==> config.mk <==
export PLATFORM = sky130hd
export DESIGN_NAME = mem_port_arbiter
export DESIGN_NICKNAME = d
export VERILOG_FILES = /design/src/rtl/mem_port_arbiter.sv
export SDC_FILE = /design/constraint.sdc
export NUM_CORES = 1
export LEC_CHECK = 0
export BUFFER_PORTS_ARGS = -buffer_cell sky130_fd_sc_hd__buf_2
export CAP_MARGIN = 20
export CORE_AREA = 2 2 96 98
export DETAILED_ROUTE_END_ITERATION = 16
export DIE_AREA = 0 0 98 100
export GPL_TIMING_DRIVEN = 0
export SYNTH_ARGS = -nofsm -noshare
export SYNTH_HDL_FRONTEND = slang
export SYNTH_SLANG_ARGS = --single-unit
==> constraint.sdc <==
create_clock -name clk -period 1.67 [get_ports clk]
set_input_delay 0.334 -clock clk [delete_from_list [all_inputs] [get_ports clk]]
set_output_delay 0.334 -clock clk [all_outputs]
set_load 0.01 [all_outputs]
==> src/rtl/mem_port_arbiter.sv <==
// Single-port memory arbiter: loader > starved fetch > data > fetch, ld_lock fences out data/fetch.
// Grant and memory command are same-cycle combinational; read data returns one cycle later; losers hold req.
module mem_port_arbiter #(
  parameter int AW           = 16,
  parameter int DW           = 32,
  parameter int STARVE_LIMIT = 4
) (
  input  logic              clk,
  input  logic              rst,
  input  logic              ld_lock,
  input  logic              ld_req,
  input  logic              ld_we,
  input  logic [AW-1:0]     ld_addr,
  input  logic [DW-1:0]     ld_wdata,
  output logic              ld_gnt,
  output logic              ld_rvalid,
  input  logic              d_req,
  input  logic              d_we,
  input  logic [AW-1:0]     d_addr,
  input  logic [DW-1:0]     d_wdata,
  input  logic [DW/8-1:0]   d_wstrb,
  output logic              d_gnt,
  output logic              d_rvalid,
  input  logic              f_req,
  input  logic [AW-1:0]     f_addr,
  output logic              f_gnt,
  output logic              f_rvalid,
  output logic [DW-1:0]     rdata,
  output logic              mem_en,
  output logic              mem_we,
  output logic [AW-1:0]     mem_addr,
  output logic [DW-1:0]     mem_wdata,
  output logic [DW/8-1:0]   mem_wstrb,
  input  logic [DW-1:0]     mem_rdata
);

  typedef enum logic [1:0] {OWN_NONE, OWN_LD, OWN_D, OWN_F} owner_t;

  owner_t     owner;
  logic [3:0] starve_cnt;
  logic       f_starved;
  logic       arb_open;

  // Loader always wins; while the loader phase is active nobody else may touch memory.
  assign f_starved = f_req && (starve_cnt == 4'(STARVE_LIMIT));
  assign arb_open  = !ld_req && !ld_lock;
  assign ld_gnt    = ld_req;
  assign f_gnt     = arb_open && f_req && (f_starved || !d_req);
  assign d_gnt     = arb_open && d_req && !f_starved;
  assign mem_en    = ld_gnt | d_gnt | f_gnt;

  always_comb begin
    mem_we    = 1'b0;
    mem_addr  = f_addr;
    mem_wdata = '0;
    mem_wstrb = '1;
    if (ld_gnt) begin
      mem_we    = ld_we;
      mem_addr  = ld_addr;
      mem_wdata = ld_wdata;
    end else if (d_gnt) begin
      mem_we    = d_we;
      mem_addr  = d_addr;
      mem_wdata = d_wdata;
      if (d_we) mem_wstrb = d_wstrb;
    end
  end

  always_ff @(posedge clk or posedge rst) begin
    if (rst) begin
      owner      <= OWN_NONE;
      starve_cnt <= '0;
    end else begin
      if (ld_gnt && !ld_we)     owner <= OWN_LD;
      else if (d_gnt && !d_we)  owner <= OWN_D;
      else if (f_gnt)           owner <= OWN_F;
      else                      owner <= OWN_NONE;

      // Saturates at the limit so a loader-blocked fetch keeps its claim.
      if (f_req && !f_gnt) begin
        if (starve_cnt != 4'(STARVE_LIMIT)) starve_cnt <= starve_cnt + 4'd1;
      end else begin
        starve_cnt <= '0;
      end
    end
  end

  assign ld_rvalid = (owner == OWN_LD);
  assign d_rvalid  = (owner == OWN_D);
  assign f_rvalid  = (owner == OWN_F);
  assign rdata     = mem_rdata;

endmodule

==> results.cfg, run 1 <==
[setup_path]
regToRegSetupSlack_ns = 0.16
critPathLaunchType = flop
required_ns = 1.34
crit_type = reg2out
path_max_fanout = 5
crit_arrival_ns = 1.87
worstSetupEndpointType = output pin

[synthesis]
ys_seq_elements = 6
synth_top_family_by_area = compound AO/OA/AOI/OAI gates
synthMuxAreaShare_pct = 0.715
synth_simple_gate_area_share_pct = 11.1
syn_area_um2 = 1400
synth_fa_ha_area_share_pct = 1.79
synth_cells = 183
synth_area_leader_cell = a22o_1
synth-xor-area-share_pct = 0.626
ys_warn_count = 0
yosys.cell_types.count = 32
synth-compound-area-share_pct = 47.5
synth_edf_count = 0
yosys-top-cells-count = a22o_1, buf_4, o21ai_0
ys_seq_area_share_pct = 10.7
synth_ff_type = dfrtp_1
syn_area_per_cell_um2 = 7.65
synth_nets = 341
synthArstFlopShare_pct = 100
yosys-top-cells-area = a22o_1, buf_4, dfrtp_1
yosysTopAreaCellShare_pct = 20.6

[global_route]
grt_max_degree = 11
overflow = 0
antenna_found_initial = 0
top_usage_layer = met2
grt_use_met1_pct = 16.1
grt_pass1_wl_um = 9930
grtUsageMet2_pct = 21.1
grt_pass1_vias = 2017
grt_use_total_pct = 12.4
use_met3_pct = 2.72

[floorplanning]
initial_utilization_pct = 15.7
rows = 35
die_height_um = 100
io_pins = 248
fp.dieArea_um2 = 9800
die_w_um = 98
core_area_um2 = 8890

[cts]
clock_sinks = 6
clk_path_buf_depth = 2
cts_max_level = 1
cts_buffers = 3
path_clk_slew_ns = 0.04
cts_tree = yes
root_buffer = clkbuf_8
cts.hold.buffers_added = 0
clk_latency_ns = 0.22

[route]
via_per_inst = 4.40
routedWlPerCell_um = 13.9
via_count = 2311
drt_iter0_markers = 32
drt_first_pass_iters = 4
remaining_drc_errors = 0
drt_wl_total_um = 7280
ant_nets = 0

[run_status]
violations = setup timing
status = complete, but fails checks

[sta]
rsz0062_at_grt = true
finClkSkew_ns = 0.00250
worst_pin_slew_ns = 0.725
setup_viol = 55
hold_viol = 0
slew_viol_final = 0
fin_crit_ns = 2.21
setup_tns_ns = -25.38
fmax_mhz = 453
worst_slack_ns = -0.536
slew_headroom_pct = 51.7
period_share_pct = 132

[finish]
layout-drive-gt1-share_pct = 76.6
area_growth_pct = 128
insertedDiodeCount = 0
nNetsFinal = 574
fin_cells = 525
fillers = 932

[power]
leakage_uw = 0.00168
power_density_nw_per_um2 = 372
vdd_drop_max_mv = 0.144

[place]
io_buffers = 213
place_congestion = 0.692
placed_cells = 507
dp_hpwl_um = 5680

[worst_hold_path]
hold_class = in2async

[flow_run]
maxCapViolCount = 0
## through the flow
stage / hold slack [ns] / setup WS [ns] / utilization, % / area, um^2 / total power (uW)
final: 0.00772 / -0.536 / 35.9 / 3190 / 1190
after CTS: 0.00947 / -0.515 / 33.9 / 3020 / 1150
after global placement: 0.246 / -0.483 / 30.1 / 2680 / 848
after detailed placement: 0.247 / -0.491 / 30.1 / 2680 / 855
after floorplan: 0.125 / -0.170 / - / 1470 / 537
after global routing: 0.0272 / -0.641 / 35.9 / 3190 / 1270
## what timing repair did
item                                    4_1_cts  5_1_grt
gates resized for setup                      46       27
endpoints found under the hold margin         0        0
pin swaps                                    44       17
endpoints found under the setup margin       56       56
cloned                                        3        1
buffers inserted                             12        3
## area by class of cell
cell class,instances,area (um^2),share of cell area [%]
buffer,52,407,12.7
clock buffer,3,41.3,1.29
inverter,6,27.5,0.863
multi-input combinational,118,1130,35.6
sequential,6,150,4.71
tap,111,139,4.35
timing repair buffer,229,1290,40.5
## flip-flops by register name, indices dropped and copies added (netlist names)
signal,count
starve_cnt,4
owner,2
## worst max-delay path: stages, from the launching register on
cell and delay, ns:
dfrtp_1 0.38, inv_1 0.11, ha_4 0.14, and4b_1 0.22, buf_6 0.13, nor3_4 0.04, buf_6 0.15, buf_8 0.13
a22o_1 0.20, buf_2 0.14
## final timing paths
| kind | start | to | cells after the start |
|---|---|---|---|
| max | starve_cnt[1] | mem_wdata[10] | 9 |
| max in group asynchronous | rst | starve_cnt[2] | 2 |
| min reg2reg | starve_cnt[2] | starve_cnt[2] | 2 |
| min in group clk | ld_we | owner[0] | 2 |
| min | rst | starve_cnt[0] | 2 |
| max reg2reg | starve_cnt[1] | owner[0] | 8 |
## per-layer routing
metal  part of all wire (%)  vias to the layer above
met5                      0                        -
met4                   0.67                        0
met3                    8.0                        6
met2                     50                      130
met1                     41                     1043
li1                       -                     1132
## report_power, final
| group | switching, uW | total [uW] | internal (uW) | leakage, uW |
|---|---|---|---|---|
| Sequential | 6.14 | 162 | 156 | 0.0000800 |
| Clock | 61.5 | 216 | 155 | 0.0000216 |
| Combinational | 366 | 809 | 443 | 0.00158 |
| Total | 434 | 1190 | 753 | 0.00168 |
## kinds of logic after synthesis
family | after synthesis
AO/OA/AOI/OAI | 90
buffers and inverters | 59
AND/OR/NAND/NOR | 24
flip-flops | 6
adder cells (fa/ha/maj) | 2
XOR/XNOR | 1
multiplexers | 1
## placed cells by master (no fill, tap or decap), types with 2 or more instances in the layout
cell type,n
buf_12,2
a2bb2oi_2,11
buf_4,41
o21ai_4,7
clkbuf_4,2
o21ai_2,5
a21oi_1,2
clkbuf_8,3
clkbuf_1,3
dfrtp_1,6
a22o_1,33
a31oi_2,5
a2bb2oi_1,5
buf_2,215
a31oi_4,4
nand2b_1,2
nand3b_1,4
clkbuf_16,3
o22ai_1,3
inv_1,4
nor2_1,2
nor2b_1,4
nand3_1,2
nand2_1,4
a31oi_1,7
clkbuf_2,5
buf_6,4
buf_8,5
o21ai_0,5
Power figures use the tool's default switching activity.
==> run 2: changes to the inputs <==
--- a/config.mk
+++ b/config.mk
@@ -6,5 +6,5 @@
 export NUM_CORES = 1
 export LEC_CHECK = 0
-export BUFFER_PORTS_ARGS = -buffer_cell sky130_fd_sc_hd__buf_2
+export BUFFER_PORTS_ARGS = -buffer_cell sky130_fd_sc_hd__buf_4
 export CAP_MARGIN = 20
 export CORE_AREA = 2 2 96 98
==> constraint.sdc (replaced) <==
create_clock -name clk -period 1.67 [get_ports clk]
set_input_delay 0.0835 -clock clk [delete_from_list [all_inputs] [get_ports clk]]
set_output_delay 0.0835 -clock clk [all_outputs]
set_load 0.01 [all_outputs]
==> results.cfg, run 2 (synthesis gave the netlist of run 1 again) <==
[flow_run]
maxCapViolCount = 0

[setup_path]
crit_type = reg2out
path_max_fanout = 10
required_ns = 1.59
timing.rr.start = starve_cnt[1]
max_stage_delay_ns = 0.35
crit_arrival_ns = 1.80
cp_slowest_cell = dfrtp_1
crit_top_cell = buf_6
worstSetupStartpoint = starve_cnt[1]
r2r_cells = 6
rr_endpoint = owner[0]
regToRegSetupSlack_ns = 0.20
critPathLaunchType = flop
cp_cell_sequence = inv_1 -> ha_4 -> and4b_1 -> buf_6 -> nor3_4 -> buf_6 -> buf_8 -> a22o_1 -> buf_4
worstSetupEndpointType = output pin
crit_path_end = mem_wdata[19]

[finish]
top_register = starve_cnt
largestRegisters = starve_cnt (4), owner (2)
layout-drive-gt1-share_pct = 72.0
layout_commonest_cell = buf_4
area_growth_pct = 155
layout_common_cells = buf_4, a22o_1, buf_6
fillers = 890
largest_reg_flops = 4
nNetsFinal = 574
final_area_um2 = 3580
insertedDiodeCount = 0

[route]
via_per_inst = 4.49
drt_wl_total_um = 7960
drt_first_pass_iters = 4
remaining_drc_errors = 0
drt_iter0_markers = 38
ant_nets = 0
routedWlPerCell_um = 15.2
via_count = 2358

[sta]
fmax_mhz = 530
setup_tns_ns = -9.09
setup_viol = 55
worst_slack_ns = -0.218
slew_headroom_pct = 50.0
rsz0062_at_grt = true
worst_pin_slew_ns = 0.750
fin_crit_ns = 1.89
period_share_pct = 113
fin_hold_ws_ns = 0.0929
hold_viol = 0
slew_viol_final = 0
finClkSkew_ns = 0.00293

[floorplanning]
die_w_um = 98
core_area_um2 = 8890
rows = 35
die_height_um = 100
io_pins = 248
fp.dieArea_um2 = 9800
initial_utilization_pct = 15.7

[cts]
clk_path_buf_depth = 2
cts_tree = yes
root_buffer = clkbuf_8
clk_latency_ns = 0.22
cts_buffers = 3
cts_max_level = 1
path_clk_slew_ns = 0.03
clock_sinks = 6

[place]
preCtsSetupSlack_ns = -0.201
io_buffers = 213
place_area_um2 = 3140
place_congestion = 0.777
dp_hpwl_um = 6360

[run_status]
status = complete, but fails checks
violations = setup timing

[global_route]
grt_use_met1_pct = 17.2
grt_max_degree = 11
top_usage_layer = met2
grt_pass1_wl_um = 11100
overflow = 0
grt_pass1_vias = 2311
grt_use_total_pct = 13.7
use_met3_pct = 2.02
antenna_found_initial = 0
grtUsageMet2_pct = 25.2

[worst_hold_path]
hold_class = in2reg

[power]
finalPower_uw = 1320
power_density_nw_per_um2 = 368
vdd_drop_max_mv = 0.225
leakage_uw = 0.00180
-- run 2: metrics by stage --
step	std cells	utilization (%)
after floorplan	183	-
after global placement	507	35.3
after detailed placement	507	35.3
after CTS	521	38.6
after global routing	525	40.2
final	525	40.2
-- run 2: worst min-delay path by stage --
stage / from / endpoint / slack [ns] / cells after the start
6_report: ld_we / owner[0] / 0.09 / 2
5_1_grt: ld_we / owner[0] / 0.11 / 2
4_1_cts: ld_we / owner[0] / 0.1 / 2
3_5_place_dp: rst / starve_cnt[2] / 0.01 / 2
3_3_place_gp: rst / owner[0] / 0.008 / 2
2_1_floorplan: rst / owner[0] / -0.13 / 1
-- run 2: critical path: cells and delay by family, from the launching register on --
family	cells	cell delay (ns)
buffers and inverters	5	0.60
flip-flops	1	0.35
AND/OR/NAND/NOR	2	0.33
adder cells (fa/ha/maj)	1	0.15
AO/OA/AOI/OAI	1	0.14
-- run 2: per-layer routing --
metal,wire (um),up-vias,share of wire (%)
met5,0,-,0
met4,24,0,0.30
met3,530,4,6.7
met2,4210,128,53
met1,3190,1095,40
li1,-,1131,-
-- run 2: area by class of cell --
type | count | area, um^2 | share of cell area [%]
Inverter | 6 | 22.5 | 0.630
Buffer | 53 | 400 | 11.2
Tap cell | 111 | 139 | 3.88
Timing Repair Buffer | 228 | 1790 | 50.0
Multi-Input combinational cell | 118 | 1040 | 29.0
Sequential cell | 6 | 150 | 4.20
Clock buffer | 3 | 41.3 | 1.15
-- run 2: repair_timing --
action | in CTS | in global routing
endpoints found under the hold margin | 6 | 0
endpoints found under the setup margin | 55 | 55
cloned | 2 | 0
setup buffers | 8 | 4
pin swaps | 21 | 10
hold buffers | 1 | 0
resized for setup | 34 | 28
-- run 2: power breakdown --
part           internal, uW  switching, uW  total (uW)
sequential              156           5.77         161
combinational           577            367         944
clock                   154           57.6         212
total                   887            430        1320
==> run 3: changes to the inputs <==
Settings changed: SETUP_SLACK_MARGIN from default to 0.3.
==> results.cfg, run 3 (synthesis gave the netlist of run 1 again) <==
[run_status]
status = complete, but fails checks
violations = setup timing

[sta]
hold_viol = 0
finClkSkew_ns = 0.00271
worst_pin_slew_ns = 0.865
slew_viol_final = 0
period_share_pct = 118
fin_crit_ns = 1.97
worst_slack_ns = -0.298
fin_hold_ws_ns = 0.0647
rsz0062_at_grt = true
setup_viol = 55
slew_headroom_pct = 42.3
fmax_mhz = 508

[setup_path]
path_max_fanout = 5
rr_endpoint = owner[0]
worstSetupEndpointType = output pin
cp_cell_sequence = inv_2 -> ha_4 -> and4b_1 -> buf_6 -> nor3_4 -> buf_6 -> clkbuf_16 -> a22o_1 -> buf_4
crit_arrival_ns = 1.88
critPathLaunchType = flop
timing.rr.start = starve_cnt[1]
r2r_cells = 8
max_stage_delay_ns = 0.37
required_ns = 1.59
cp_slowest_cell = dfrtp_1
regToRegSetupSlack_ns = 0.11
crit_top_cell = buf_6
crit_type = reg2out

[power]
combPwrFrac_pct = 71.3
switching_share_pct = 32.7
vdd_drop_max_mv = 0.193
power_frac_clock_pct = 16.5
p_int_uw = 890
leakage_uw = 0.00184
power_switching_uw = 432
power_density_nw_per_um2 = 366
p_seq_share_pct = 12.2

[global_route]
grt_max_degree = 11
grt_pass1_vias = 2147
grt_pass1_wl_um = 10900
grt_use_total_pct = 13.6
overflow = 0
antenna_found_initial = 0

[floorplanning]
rows = 35
initial_utilization_pct = 15.7
die_height_um = 100
io_pins = 248
fp.dieArea_um2 = 9800
core_area_um2 = 8890
die_w_um = 98

[finish]
largestRegisters = starve_cnt (4), owner (2)
top_register = starve_cnt
layout_common_cells = buf_4, a22o_1, a31oi_1
layout-drive-gt1-share_pct = 73.9
layout_commonest_cell = buf_4
insertedDiodeCount = 0
largest_reg_flops = 4
fillers = 937
nNetsFinal = 577
area_growth_pct = 158

[route]
drt_first_pass_iters = 4
drt_wl_total_um = 8140
drt_iter0_markers = 36
via_per_inst = 4.42
remaining_drc_errors = 0
ant_nets = 0
via_count = 2334
routedWlPerCell_um = 15.4

[worst_hold_path]
min_to = owner[0]
holdPathStages = 2
hold_start = ld_we
hold_class = in2reg

[flow_run]
maxCapViolCount = 0

[cts]
clk_path_buf_depth = 2
path_clk_slew_ns = 0.04
clk_latency_ns = 0.22
cts_buffers = 3
clock_sinks = 6
root_buffer = clkbuf_8
cts_max_level = 1
cts_tree = yes

[place]
place_congestion = 0.757
dp_hpwl_um = 6260
preCtsSetupSlack_ns = -0.231
io_buffers = 213
## run 3: metal layers
| metal | routed length, um | GRT usage (%) | up-vias |
|---|---|---|---|
| met5 | 0 | 0 | - |
| li1 | - | - | 1146 |
| met3 | 584 | 1.74 | 5 |
| met1 | 3330 | 17.5 | 1068 |
| met4 | 59 | 2.88 | 0 |
| met2 | 4160 | 24.3 | 115 |
## run 3: what timing repair did
item | in CTS | in global routing
pin swaps | 9 | 17
resized for setup | 24 | 30
cloned | 0 | 5
setup buffers | 7 | 5
setup endpoints to repair | 58 | 61
hold buffers | 1 | 0
endpoints found under the hold margin | 6 | 0
## run 3: critical path, delay by kind of cell (launching register included)
family	cells	cell delay, ns
adder cells (fa/ha/maj)	1	0.16
buffers and inverters	5	0.63
flip-flops	1	0.37
AND/OR/NAND/NOR	2	0.35
AO/OA/AOI/OAI	1	0.13
## run 3: worst max path at each step
stage	to	slack [ns]	startpoint
floorplan	mem_wdata[10]	0.08	starve_cnt[0]
global placement	mem_addr[11]	-0.21	starve_cnt[0]
detailed placement	mem_addr[11]	-0.23	starve_cnt[0]
CTS	mem_wdata[10]	-0.30	starve_cnt[0]
global route	mem_wdata[7]	-0.33	starve_cnt[0]
finish	mem_wdata[6]	-0.30	starve_cnt[1]
## run 3: cell type report
type                       count  area, um^2  area share, %
timing repair buffer         231        1820           50.3
tap                          111         139           3.85
clock buffer                   3        41.3           1.14
buffer                        53         413           11.4
sequential                     6         150           4.16
inverter                       6        23.8          0.659
multi-input combinational    118        1030           28.5
## run 3: power by group through the flow
stage          logic [uW]  clock network (uW)  registers, uW
4_1_cts               887                 221            161
2_1_floorplan         374                   0            163
6_report              942                 218            162
5_1_grt              1000                 228            163
3_5_place_dp          855                   0            165
3_3_place_gp          847                   0            165
## run 3: metrics by stage
step	power, uW	cell area [um^2]	TNS, ns	instances	utilization, %
2_1_floorplan	537	1470	0	183	-
3_3_place_gp	1010	3210	-5.54	507	36.1
3_5_place_dp	1020	3210	-5.24	507	36.1
4_1_cts	1270	3370	-12.43	518	38.0
5_1_grt	1400	3610	-14.72	528	40.6
6_report	1320	3610	-12.01	528	40.6
